## src/rtl/tt_resp_pkg.sv

```systemverilog
// Shared types and constants for the fabric-to-project REQ/ACK responder.
package tt_resp_pkg;

    typedef enum logic [1:0] {
        ST_IDLE      = 2'b00,
        ST_ACK_CMD   = 2'b01,
        ST_WAIT_DATA = 2'b10,
        ST_ACK_DATA  = 2'b11
    } state_t;

    typedef struct packed {
        logic       wr;
        logic [2:0] rsvd;
        logic [3:0] addr;
    } cmd_t;

    localparam logic [3:0] ADDR_ID  = 4'd8;
    localparam logic [3:0] ADDR_CNT = 4'd9;

    localparam int REQ_BIT = 0;
    localparam int ACK_BIT = 1;
    localparam int ERR_BIT = 2;
    localparam int ST_LSB  = 3;

    localparam logic [7:0] UIO_OE_RUN = 8'hFE;

endpackage

```

## src/rtl/tt_resp_sync.sv

```systemverilog
// Flop chain that brings the fabric REQ into the UserCLK domain.
module tt_resp_sync #(
    parameter int SYNC_STAGES = 2
) (
    input  logic UserCLK,
    input  logic Reset,
    input  logic d,
    output logic q
);

    logic [SYNC_STAGES-1:0] chain;

    // NOTE: sequential state is always assigned with <= so every flop samples pre-edge values.
    always_ff @(posedge UserCLK) begin
        if (Reset) begin
            chain <= '0;
        end else begin
            // Shift left, new sample enters at bit 0; works for a single stage too.
            chain <= SYNC_STAGES'({chain, d});
        end
    end

    assign q = chain[SYNC_STAGES-1];

endmodule

```

## src/rtl/tt_fabric_responder.sv

```systemverilog
// Project-side responder: byte register file behind a 4-phase REQ/ACK handshake on uio[1:0].
module tt_fabric_responder
    import tt_resp_pkg::*;
#(
    parameter int         SYNC_STAGES = 2,
    parameter int         NUM_REGS    = 8,
    parameter logic [7:0] ID_VALUE    = 8'hA5,
    parameter int         TIMEOUT_CYC = 255
) (
    input  logic       UserCLK,
    input  logic       Reset,
    input  logic       ena,
    input  logic [7:0] ui_in,
    input  logic [7:0] uio_in,
    output logic [7:0] uo_out,
    output logic [7:0] uio_out,
    output logic [7:0] uio_oe
);

    localparam int TW = $clog2(TIMEOUT_CYC + 1);

    state_t         state_q, state_d;
    logic           req_s;
    logic           armed_q;
    logic           accept;
    cmd_t           cmd_in;
    logic           cmd_wr_q;
    logic [3:0]     cmd_addr_q;
    logic [7:0]     regs_q [8];
    logic [7:0]     cnt_q;
    logic [TW-1:0]  tmo_q;
    logic           tmo_hit;
    logic           err_q;
    logic           ack_q;
    logic [7:0]     rdata_q;
    logic [7:0]     oe_q;
    logic [7:0]     rd_value;
    logic           rd_valid;
    logic           wr_valid;

    logic           latch_cmd;
    logic           rd_load;
    logic           wr_data;
    logic           cnt_inc;
    logic           err_set;
    logic           err_clr;
    logic           tmo_clr;
    logic           tmo_inc;

    logic           unused_bits;

    tt_resp_sync #(
        .SYNC_STAGES (SYNC_STAGES)
    ) u_req_sync (
        .UserCLK (UserCLK),
        .Reset   (Reset),
        .d       (uio_in[REQ_BIT]),
        .q       (req_s)
    );

    assign cmd_in  = cmd_t'(ui_in);
    assign tmo_hit = (tmo_q == TW'(TIMEOUT_CYC));
    // armed_q remembers req_s was low last cycle, so only a fresh rise starts a command.
    assign accept  = (state_q == ST_IDLE) && req_s && ena && armed_q;

    assign unused_bits = ^{cmd_in.rsvd, uio_in[7:1]};

    // NOTE: every always_comb output gets a default first, otherwise a latch is inferred.
    always_comb begin
        rd_value = '0;
        rd_valid = 1'b1;
        if (int'(cmd_in.addr) < NUM_REGS) begin
            rd_value = regs_q[cmd_in.addr[2:0]];
        end else if (cmd_in.addr == ADDR_ID) begin
            rd_value = ID_VALUE;
        end else if (cmd_in.addr == ADDR_CNT) begin
            rd_value = cnt_q;
        end else begin
            rd_valid = 1'b0;
        end
    end

    assign wr_valid = (int'(cmd_addr_q) < NUM_REGS);

    always_ff @(posedge UserCLK) begin
        if (Reset) begin
            state_q <= ST_IDLE;
        end else begin
            state_q <= state_d;
        end
    end

    always_comb begin
        state_d = state_q;
        case (state_q)
            ST_IDLE: begin
                if (accept) state_d = ST_ACK_CMD;
            end
            ST_ACK_CMD: begin
                if (!req_s) state_d = cmd_wr_q ? ST_WAIT_DATA : ST_IDLE;
            end
            ST_WAIT_DATA: begin
                if (req_s) begin
                    state_d = ST_ACK_DATA;
                end else if (tmo_hit) begin
                    state_d = ST_IDLE;
                end
            end
            ST_ACK_DATA: begin
                if (!req_s) state_d = ST_IDLE;
            end
            default: state_d = ST_IDLE;
        endcase
    end

    always_comb begin
        latch_cmd = 1'b0;
        rd_load   = 1'b0;
        wr_data   = 1'b0;
        cnt_inc   = 1'b0;
        err_set   = 1'b0;
        err_clr   = 1'b0;
        tmo_clr   = 1'b0;
        tmo_inc   = 1'b0;
        case (state_q)
            ST_IDLE: begin
                if (accept) begin
                    latch_cmd = 1'b1;
                    if (!cmd_in.wr) begin
                        rd_load = 1'b1;
                        err_set = !rd_valid;
                    end
                end
            end
            ST_ACK_CMD: begin
                if (!req_s) begin
                    if (cmd_wr_q) begin
                        tmo_clr = 1'b1;
                    end else begin
                        cnt_inc = 1'b1;
                        err_clr = (cmd_addr_q == ADDR_CNT);
                    end
                end
            end
            ST_WAIT_DATA: begin
                if (req_s) begin
                    wr_data = 1'b1;
                    err_set = !wr_valid;
                end else if (tmo_hit) begin
                    err_set = 1'b1;
                end else begin
                    tmo_inc = 1'b1;
                end
            end
            ST_ACK_DATA: begin
                if (!req_s) cnt_inc = 1'b1;
            end
            default: ;
        endcase
    end

    always_ff @(posedge UserCLK) begin
        if (Reset) begin
            oe_q       <= '0;
            armed_q    <= 1'b0;
            ack_q      <= 1'b0;
            cmd_wr_q   <= 1'b0;
            cmd_addr_q <= '0;
            rdata_q    <= '0;
            cnt_q      <= '0;
            tmo_q      <= '0;
            err_q      <= 1'b0;
            // NOTE: the register file is cleared on reset because software relies on reading zeros.
            for (int i = 0; i < 8; i++) begin
                regs_q[i] <= '0;
            end
        end else begin
            oe_q    <= UIO_OE_RUN;
            armed_q <= !req_s;
            ack_q   <= (state_d == ST_ACK_CMD) || (state_d == ST_ACK_DATA);

            if (latch_cmd) begin
                cmd_wr_q   <= cmd_in.wr;
                cmd_addr_q <= cmd_in.addr;
            end
            if (rd_load) begin
                rdata_q <= rd_value;
            end
            if (wr_data && wr_valid) begin
                regs_q[cmd_addr_q[2:0]] <= ui_in;
            end
            if (cnt_inc) begin
                cnt_q <= cnt_q + 8'd1;
            end
            if (tmo_clr) begin
                tmo_q <= '0;
            end else if (tmo_inc) begin
                tmo_q <= tmo_q + TW'(1);
            end
            if (err_set) begin
                err_q <= 1'b1;
            end else if (err_clr) begin
                err_q <= 1'b0;
            end
        end
    end

    assign uo_out  = rdata_q;
    assign uio_oe  = oe_q;
    assign uio_out = {3'b000, state_q, err_q, ack_q, 1'b0};

endmodule

```

## config.mk

```make
export PLATFORM = sky130hd
export DESIGN_NAME = tt_fabric_responder
export DESIGN_NICKNAME = d
export VERILOG_FILES = /design/src/rtl/tt_resp_pkg.sv /design/src/rtl/tt_resp_sync.sv /design/src/rtl/tt_fabric_responder.sv
export SDC_FILE = /design/constraint.sdc
export NUM_CORES = 1
export LEC_CHECK = 0
export ABC_CLOCK_PERIOD_IN_PS = 2920
export BUFFER_PORTS_ARGS = -buffer_cell sky130_fd_sc_hd__buf_2
export CORE_MARGIN = 2
export CORE_UTILIZATION = 55
export DETAILED_ROUTE_END_ITERATION = 10
export PLACE_DENSITY = 0.75
export SETUP_SLACK_MARGIN = 0.02
export SKIP_CTS_REPAIR_TIMING = 1
export SYNTH_ARGS = -nofsm -noshare
export SYNTH_HDL_FRONTEND = slang
export SYNTH_SLANG_ARGS = --single-unit
```

## constraint.sdc

```tcl
create_clock -name UserCLK -period 2.92 [get_ports UserCLK]
set_input_delay 0.584 -clock UserCLK [delete_from_list [all_inputs] [get_ports UserCLK]]
set_output_delay 0.584 -clock UserCLK [all_outputs]
set_load 0.01 [all_outputs]
```

==> results of run 1 <==
[final cells by class]
class                      instances  area share [%]
sequential                       101            52.5
multi-input combinational        244            35.9
timing repair buffer              40            4.44
tap                              105            2.59
clock buffer                       9            2.44
clock inverter                     7            1.78
inverter                           5           0.370
[path summary, 6_finish.rpt]
| kind | from | end |
|---|---|---|
| setup / recovery | u_req_sync.chain[1] | regs_q[1][1] |
| hold / removal | uio_in[0] | u_req_sync.chain[0] |
| setup reg to reg | u_req_sync.chain[1] | regs_q[1][1] |
| hold reg to reg | u_req_sync.chain[0] | u_req_sync.chain[1] |
[Yosys cell counts, types with 4 or more instances]
cell type,number
nand3_1,4
inv_1,5
and3_1,4
mux2i_1,14
o21ai_0,12
or3_1,4
a21oi_1,12
nor3_1,9
o21ai_1,4
nand2_1,9
nand4_1,4
o211a_1,5
dfxtp_1,37
clkbuf_1,16
a31oi_1,4
edfxtp_1,64
buf_4,13
xnor2_1,6
mux4_2,16
and2_1,56
nor4_1,4
nor2_1,25
[registers in the layout, indices dropped and copies added, names as in the netlist, 2 cells and up]
register	cells
u_req_sync.chain	2
cmd_addr_q	4
cnt_q	8
state_q	2
tmo_q	8
regs_q	64
uo_out	8
[routing by layer]
layer,up-vias,routed length (um),share of wire [%]
met1,1469,4200,45
met2,85,4590,49
li1,1437,-,-
met5,-,0,0
met3,6,433,4.7
met4,0,74,0.80
[logic make-up after synthesis]
group | Yosys count
other | 1
DFF | 101
and+or+nand+nor | 143
AOI/OAI and AO/OA | 57
buffers and inverters | 38
muxes | 31
adders and majority gates | 2
xor gates and xnor gates | 6
[metrics by stage]
step / hold WS, ps / instance area (sq um) / setup slack, ps / instances
6_report: 435 / 5070 / 701 / 511
5_1_grt: 428 / 5070 / 540 / 511
4_1_cts: 423 / 5070 / 694 / 511
3_5_place_dp: 451 / 4860 / 658 / 495
3_3_place_gp: 416 / 4860 / 704 / 495
2_1_floorplan: 414 / 4680 / 723 / 383
[where the power goes]
| part | switching [uW] | internal (uW) | total [uW] | leakage (uW) |
|---|---|---|---|---|
| Clock | 465 | 478 | 942 | 0.000103 |
| Sequential | 13.9 | 1550 | 1560 | 0.000960 |
| Combinational | 92.2 | 58.4 | 151 | 0.000874 |
[worst max-delay path, stage by stage (launching register included)]
cell       delay [ps]
dfxtp_1           520
nand4bb_1         170
or3b_1            550
nor3_1            240
or2_1             410
==> impl_metrics.csv, run 1 <==
group,metric,value,unit
yosys,synth.distinct_cells,50,
cells_and_area,final_util,61.8,%
yosys,synth.top_cell.area_share,41.2,%
setup_path,arrival,2230,ps
place,io_buffers,30,
routing,dr_total_vias,2997,
sta,tightestPinTransition,589,ps
sta,post-route-period-util,76.0,%
sta,maxClockFrequency,0.451,GHz
sta,setup-tns-final,0,ps
cells_and_area,seq_area,0.00266,sq mm
yosys,synth_compound_area_share,8.18,%
place,hpwlAfterDp,6290,um
setup_path,crit_required,2930,ps
floorplanning,die_y,96.1,um
clocking,h-tree-depth,3,
power,irDropWorstVdd,0.000243,V
cells_and_area,syn_to_final_growth,8.77,%
cells_and_area,multi_input_area,0.00182,sq mm
global_routing,antenna_found_initial,0,
global_routing,grt_max_degree,29,
clocking,cts_buffer_depth,2,
sta,skew,11.5,ps
global_routing,gr-total-overflow,0,
floorplanning,dieArea,0.00924,sq mm
cells_and_area,fin_nets,422,
setup_path,start_kind,"flip-flop",
yosys,synth-adder-area-share,0.536,%
worst_hold_path,hold_depth,2,
cells_and_area,mostFrequentLayoutCells,"edfxtp_1, and2_1, dfxtp_1, buf_2, nor2_1",
clocking,cts_tree,"built",
clocking,cts.sinks,101,
floorplanning,row_count,33,
floorplanning,design.core.area,0.00822,sq mm
worst_hold_path,min_path_type,"in -> reg",
power,p_per_area,523,mW/mm^2
floorplanning,start_util,56.8,%
global_routing,top_usage_layer,"met2",
yosys,synthMuxAreaShare,11.0,%
clocking,clock_latency,350,ps
sta,setup_violations,0,
setup_path,ff2ff_path_depth,4,
sta,hold_viol_final,0,
floorplanning,io-pin-count,43,
run,cap_violations,0,
setup_path,cp-end-kind,"flip-flop",
routing,drt-initial-drc-count,180,
yosys,synthSimpleGateAreaFrac,17.9,%
sta,rsz0062_at_grt,"no",
global_routing,first_global_vias,2866,
place,place_congestion,0.783,
cells_and_area,diodes,0,
global_routing,met1_usage,28.9,%
yosys,syn_area,0.00467,sq mm
global_routing,use_met3,4.62,%
routing,route.detailed.drc,0,
yosys,yosys_most_used_dff,"edfxtp_1",
yosys,synth_top_family_by_area,"simple AND/OR/NAND/NOR gates",
floorplanning,die_x,96.1,um
yosys,synth_xor_area_share,1.13,%
global_routing,grt_use_total,21.2,%
sta,final-max-slew-violation-count,0,
cells_and_area,drive_gt1_share,18.5,%
global_routing,grt_pass1_wl,14400,um
clocking,clkSlewWorstSetupHoldPaths,90,ps
clocking,cts_buffers,9,
global_routing,use_met2,34.8,%
yosys,synthArstFlopShare,0,%
yosys,seq_area_frac_synth,57.1,%
routing,postRouteWirelength,9300,um
yosys,synth_edf_count,64,
yosys,synthTopCellsByArea,"edfxtp_1, dfxtp_1, mux4_2",
sta,period_needed,2220,ps
cells_and_area,fillers,665,
power,power,2650,uW
yosys,synth_top_cell_by_area,"edfxtp_1",
cells_and_area,layout_commonest_cell,"edfxtp_1",
routing,dr.pass1.iters,4,
setup_path,r2r_setup_slack,700,ps
routing,ant_nets,0,
yosys,ys_seq_elements,101,
sta,slew_headroom,60.6,%
outcome,status,"completed",
yosys,synth_cells,379,
power,p_leak,0.00194,uW
routing,wire_per_inst,18.2,um
routing,via_per_inst,5.86,
yosys,yosysWarnings,0,
setup_path,crit_type,"reg -> reg",
clocking,cts-root-buf,"clkbuf_8",
setup_path,cp_max_fo,11,
yosys,syn_area_per_cell,12.3,sq um
Note: power is estimated with default switching activity, not from simulation.
==> inputs of run 2 (changes only) <==
--- a/config.mk
+++ b/config.mk
@@ -5,12 +5,13 @@
 export SDC_FILE = /design/constraint.sdc
 export NUM_CORES = 1
 export LEC_CHECK = 0
-export ABC_CLOCK_PERIOD_IN_PS = 2920
+export ABC_AREA = 1
+export ABC_CLOCK_PERIOD_IN_PS = 2200
 export BUFFER_PORTS_ARGS = -buffer_cell sky130_fd_sc_hd__buf_2
 export CORE_MARGIN = 2
 export CORE_UTILIZATION = 55
 export DETAILED_ROUTE_END_ITERATION = 10
-export PLACE_DENSITY = 0.75
+export PLACE_DENSITY = 0.74
 export SETUP_SLACK_MARGIN = 0.02
 export SKIP_CTS_REPAIR_TIMING = 1
 export SYNTH_ARGS = -nofsm -noshare
==> constraint.sdc (replaced) <==
create_clock -name UserCLK -period 2.2 [get_ports UserCLK]
set_input_delay 0.44 -clock UserCLK [delete_from_list [all_inputs] [get_ports UserCLK]]
set_output_delay 0.44 -clock UserCLK [all_outputs]
set_load 0.01 [all_outputs]
==> run 2 against run 1 <==
First-iteration DRC count grew 76%. Maximum frequency grew 26%. Global-route usage grew 1.6 points. Clock power grew 8%. Register-to-register slack lost 260 ps. Sequential share of layout area shrank 2.0 points. Final cell count grew 42%. Non-clock buffer count grew 2. Wire length grew 13%. Highest routed layer unchanged.
==> impl_metrics.csv, run 2 <==
group,metric,value,unit
outcome,status,"completed",
power,irDropWorstVdd,0.000286,V
setup_path,r2r_start,"state_q[0]",
clocking,clock_latency,360,ps
setup_path,cpMaxStageDelayCell,"dfxtp_1",
yosys,synth_edf_count,64,
power,p_per_area,635,mW/mm^2
place,io_buffers,30,
sta,maxClockFrequency,0.569,GHz
routing,wire_per_inst,14.4,um
yosys,yosys_most_used_dff,"edfxtp_1",
setup_path,arrival,1780,ps
routing,via_per_inst,5.28,
global_routing,grt_use_total,22.8,%
setup_path,cp_max_fo,9,
setup_path,crit_type,"reg -> reg",
clocking,cts_buffer_depth,2,
cells_and_area,fin_cells,725,
setup_path,r2r-end,"regs_q[0][6]",
clocking,cts_tree,"built",
cells_and_area,layout_commonest_cell,"nand2_1",
run,cap_violations,0,
sta,skew,8.12,ps
cells_and_area,syn_to_final_growth,6.81,%
setup_path,worstPathCellList,"inv_2 -> nand2_2 -> nor2_2 -> nand3_4 -> nor2_8 -> nand2_4 -> nand2_1",
cells_and_area,final_util,60.5,%
yosys,synth.most_common_cell,"nand2_1",
cells_and_area,drive_gt1_share,13.5,%
floorplanning,start_util,56.7,%
floorplanning,io-pin-count,43,
setup_path,cp.depth,7,
setup_path,crit_start,"state_q[0]",
setup_path,worst-path-buf-inv,1,
clocking,clkSlewWorstSetupHoldPaths,90,ps
setup_path,cp-end-kind,"flip-flop",
cells_and_area,multi_input_area,0.00179,sq mm
yosys,synth.distinct_cells,32,
worst_hold_path,min_path_type,"in -> reg",
routing,dr_total_vias,3828,
floorplanning,design.core.area,0.00872,sq mm
floorplanning,row_count,34,
yosys,synthTopCellsByArea,"edfxtp_1, dfxtp_1, nand2_1",
cells_and_area,largest_reg_flops,64,
power,p_leak,0.00248,uW
global_routing,grt_pass1_wl,17500,um
yosys,syn_area,0.00494,sq mm
sta,post-route-period-util,79.8,%
setup_path,max_stage_delay,320,ps
yosys,synth_cells,588,
routing,drt-initial-drc-count,317,
setup_path,ff2ff_path_depth,7,
cells_and_area,diodes,0,
setup_path,r2r_setup_slack,440,ps
cells_and_area,mostFrequentLayoutCells,"nand2_1, nor2_1, inv_1, edfxtp_1, nand3_1",
floorplanning,die_y,98.8,um
setup_path,path_delay_family,"simple AND/OR/NAND/NOR gates",
place,place_congestion,0.833,
global_routing,grt_max_degree,25,
clocking,h-tree-depth,3,
cells_and_area,seq_area,0.00266,sq mm
setup_path,crit_required,2230,ps
floorplanning,dieArea,0.00976,sq mm
sta,period_needed,1760,ps
place,post-place-cells,709,
sta,rsz0062_at_grt,"no",
yosys,ys_seq_elements,101,
sta,final-max-slew-violation-count,0,
cells_and_area,fin_nets,633,
sta,setup-tns-final,0,ps
yosys,synth_top_cell_by_area,"edfxtp_1",
clocking,cts-root-buf,"clkbuf_8",
yosys,synth.top_cell.area_share,38.9,%
yosys,synthArstFlopShare,0,%
routing,dr.pass1.iters,5,
yosys,yosysWarnings,0,
sta,setup_violations,0,
global_routing,antenna_found_initial,0,
routing,route.detailed.drc,0,
routing,postRouteWirelength,10500,um
cells_and_area,fillers,729,
global_routing,first_global_vias,3586,
clocking,cts.sinks,101,
clocking,cts_buffers,9,
place,hpwlAfterDp,7340,um
floorplanning,die_x,98.8,um
yosys,syn_area_per_cell,8.40,sq um
global_routing,gr-total-overflow,0,
yosys,seq_area_frac_synth,53.9,%
setup_path,worstSetupEndpoint,"regs_q[0][6]",
routing,ant_nets,0,
sta,hold_viol_final,0,
sta,holdWs,281,ps
yosys,yosys-top-cells-count,"nand2_1, nor2_1, inv_1",
setup_path,start_kind,"flip-flop",
cells_and_area,top_register,"regs_q",
==> run 2: how the worst min path moves through the flow <==
stage	startpoint	to	slack, ps	cells past startpoint
2_1_floorplan	u_req_sync.chain[0]	u_req_sync.chain[1]	390	2
3_3_place_gp	u_req_sync.chain[0]	u_req_sync.chain[1]	410	2
3_5_place_dp	u_req_sync.chain[0]	u_req_sync.chain[1]	400	2
4_1_cts	uio_in[0]	u_req_sync.chain[0]	270	3
5_1_grt	uio_in[0]	u_req_sync.chain[0]	280	3
6_report	uio_in[0]	u_req_sync.chain[0]	280	3
==> run 2: power by group <==
part | switching [uW] | total [uW] | leakage [uW] | internal (uW)
Sequential | 19.2 | 2070 | 0.000960 | 2050
Clock | 583 | 1020 | 0.0000844 | 442
Combinational | 184 | 255 | 0.00143 | 71.4
Total | 786 | 3350 | 0.00248 | 2570
==> run 2: cell type report <==
cell class              instances  share of cell area (%)
clock inverters                 2                   0.190
inverters                      76                    5.41
repair buffers                 42                    4.55
clock buffers                  14                    2.89
flip-flops and latches        101                    50.5
multi-input cells             382                    33.9
well taps                     108                    2.56
==> run 2: logic make-up (layout without fill, tap and decap cells) <==
group	count (synthesis)	in the layout	synth area share, %
xor gates and xnor gates	3	3	0.532
DFF	101	101	53.9
and+or+nand+nor	313	313	28.8
buffers and inverters	109	134	10.2
adders and majority gates	2	2	0.506
other	1	5	0.0759
AOI/OAI and AO/OA	59	59	6.03
==> run 2: worst reg2reg max path, stage by stage (launching register included) <==
cell and delay [ps]:
dfxtp_1 320, inv_2 90, nand2_2 80, nor2_2 130, nand3_4 140, nor2_8 220, nand2_4 120, nand2_1 320
==> run 2: through the flow <==
step                worst slack [ps]  total power [uW]  instance area [sq um]
global route                     265              3490                   5280
floorplan                        629              2290                   4960
finish                           444              3350                   5280
detailed placement               417              2370                   5110
CTS                              430              3370                   5280
global placement                 451              2360                   5110
==> run 2: metal layers <==
layer  routed length (um)  up-vias  GRT usage, %
li1                     -     1903             -
met1                 4700     1750          33.1
met2                 4780      158          34.8
met3                  805       17          4.75
met4                  190        0          6.95
met5                    0        -             0
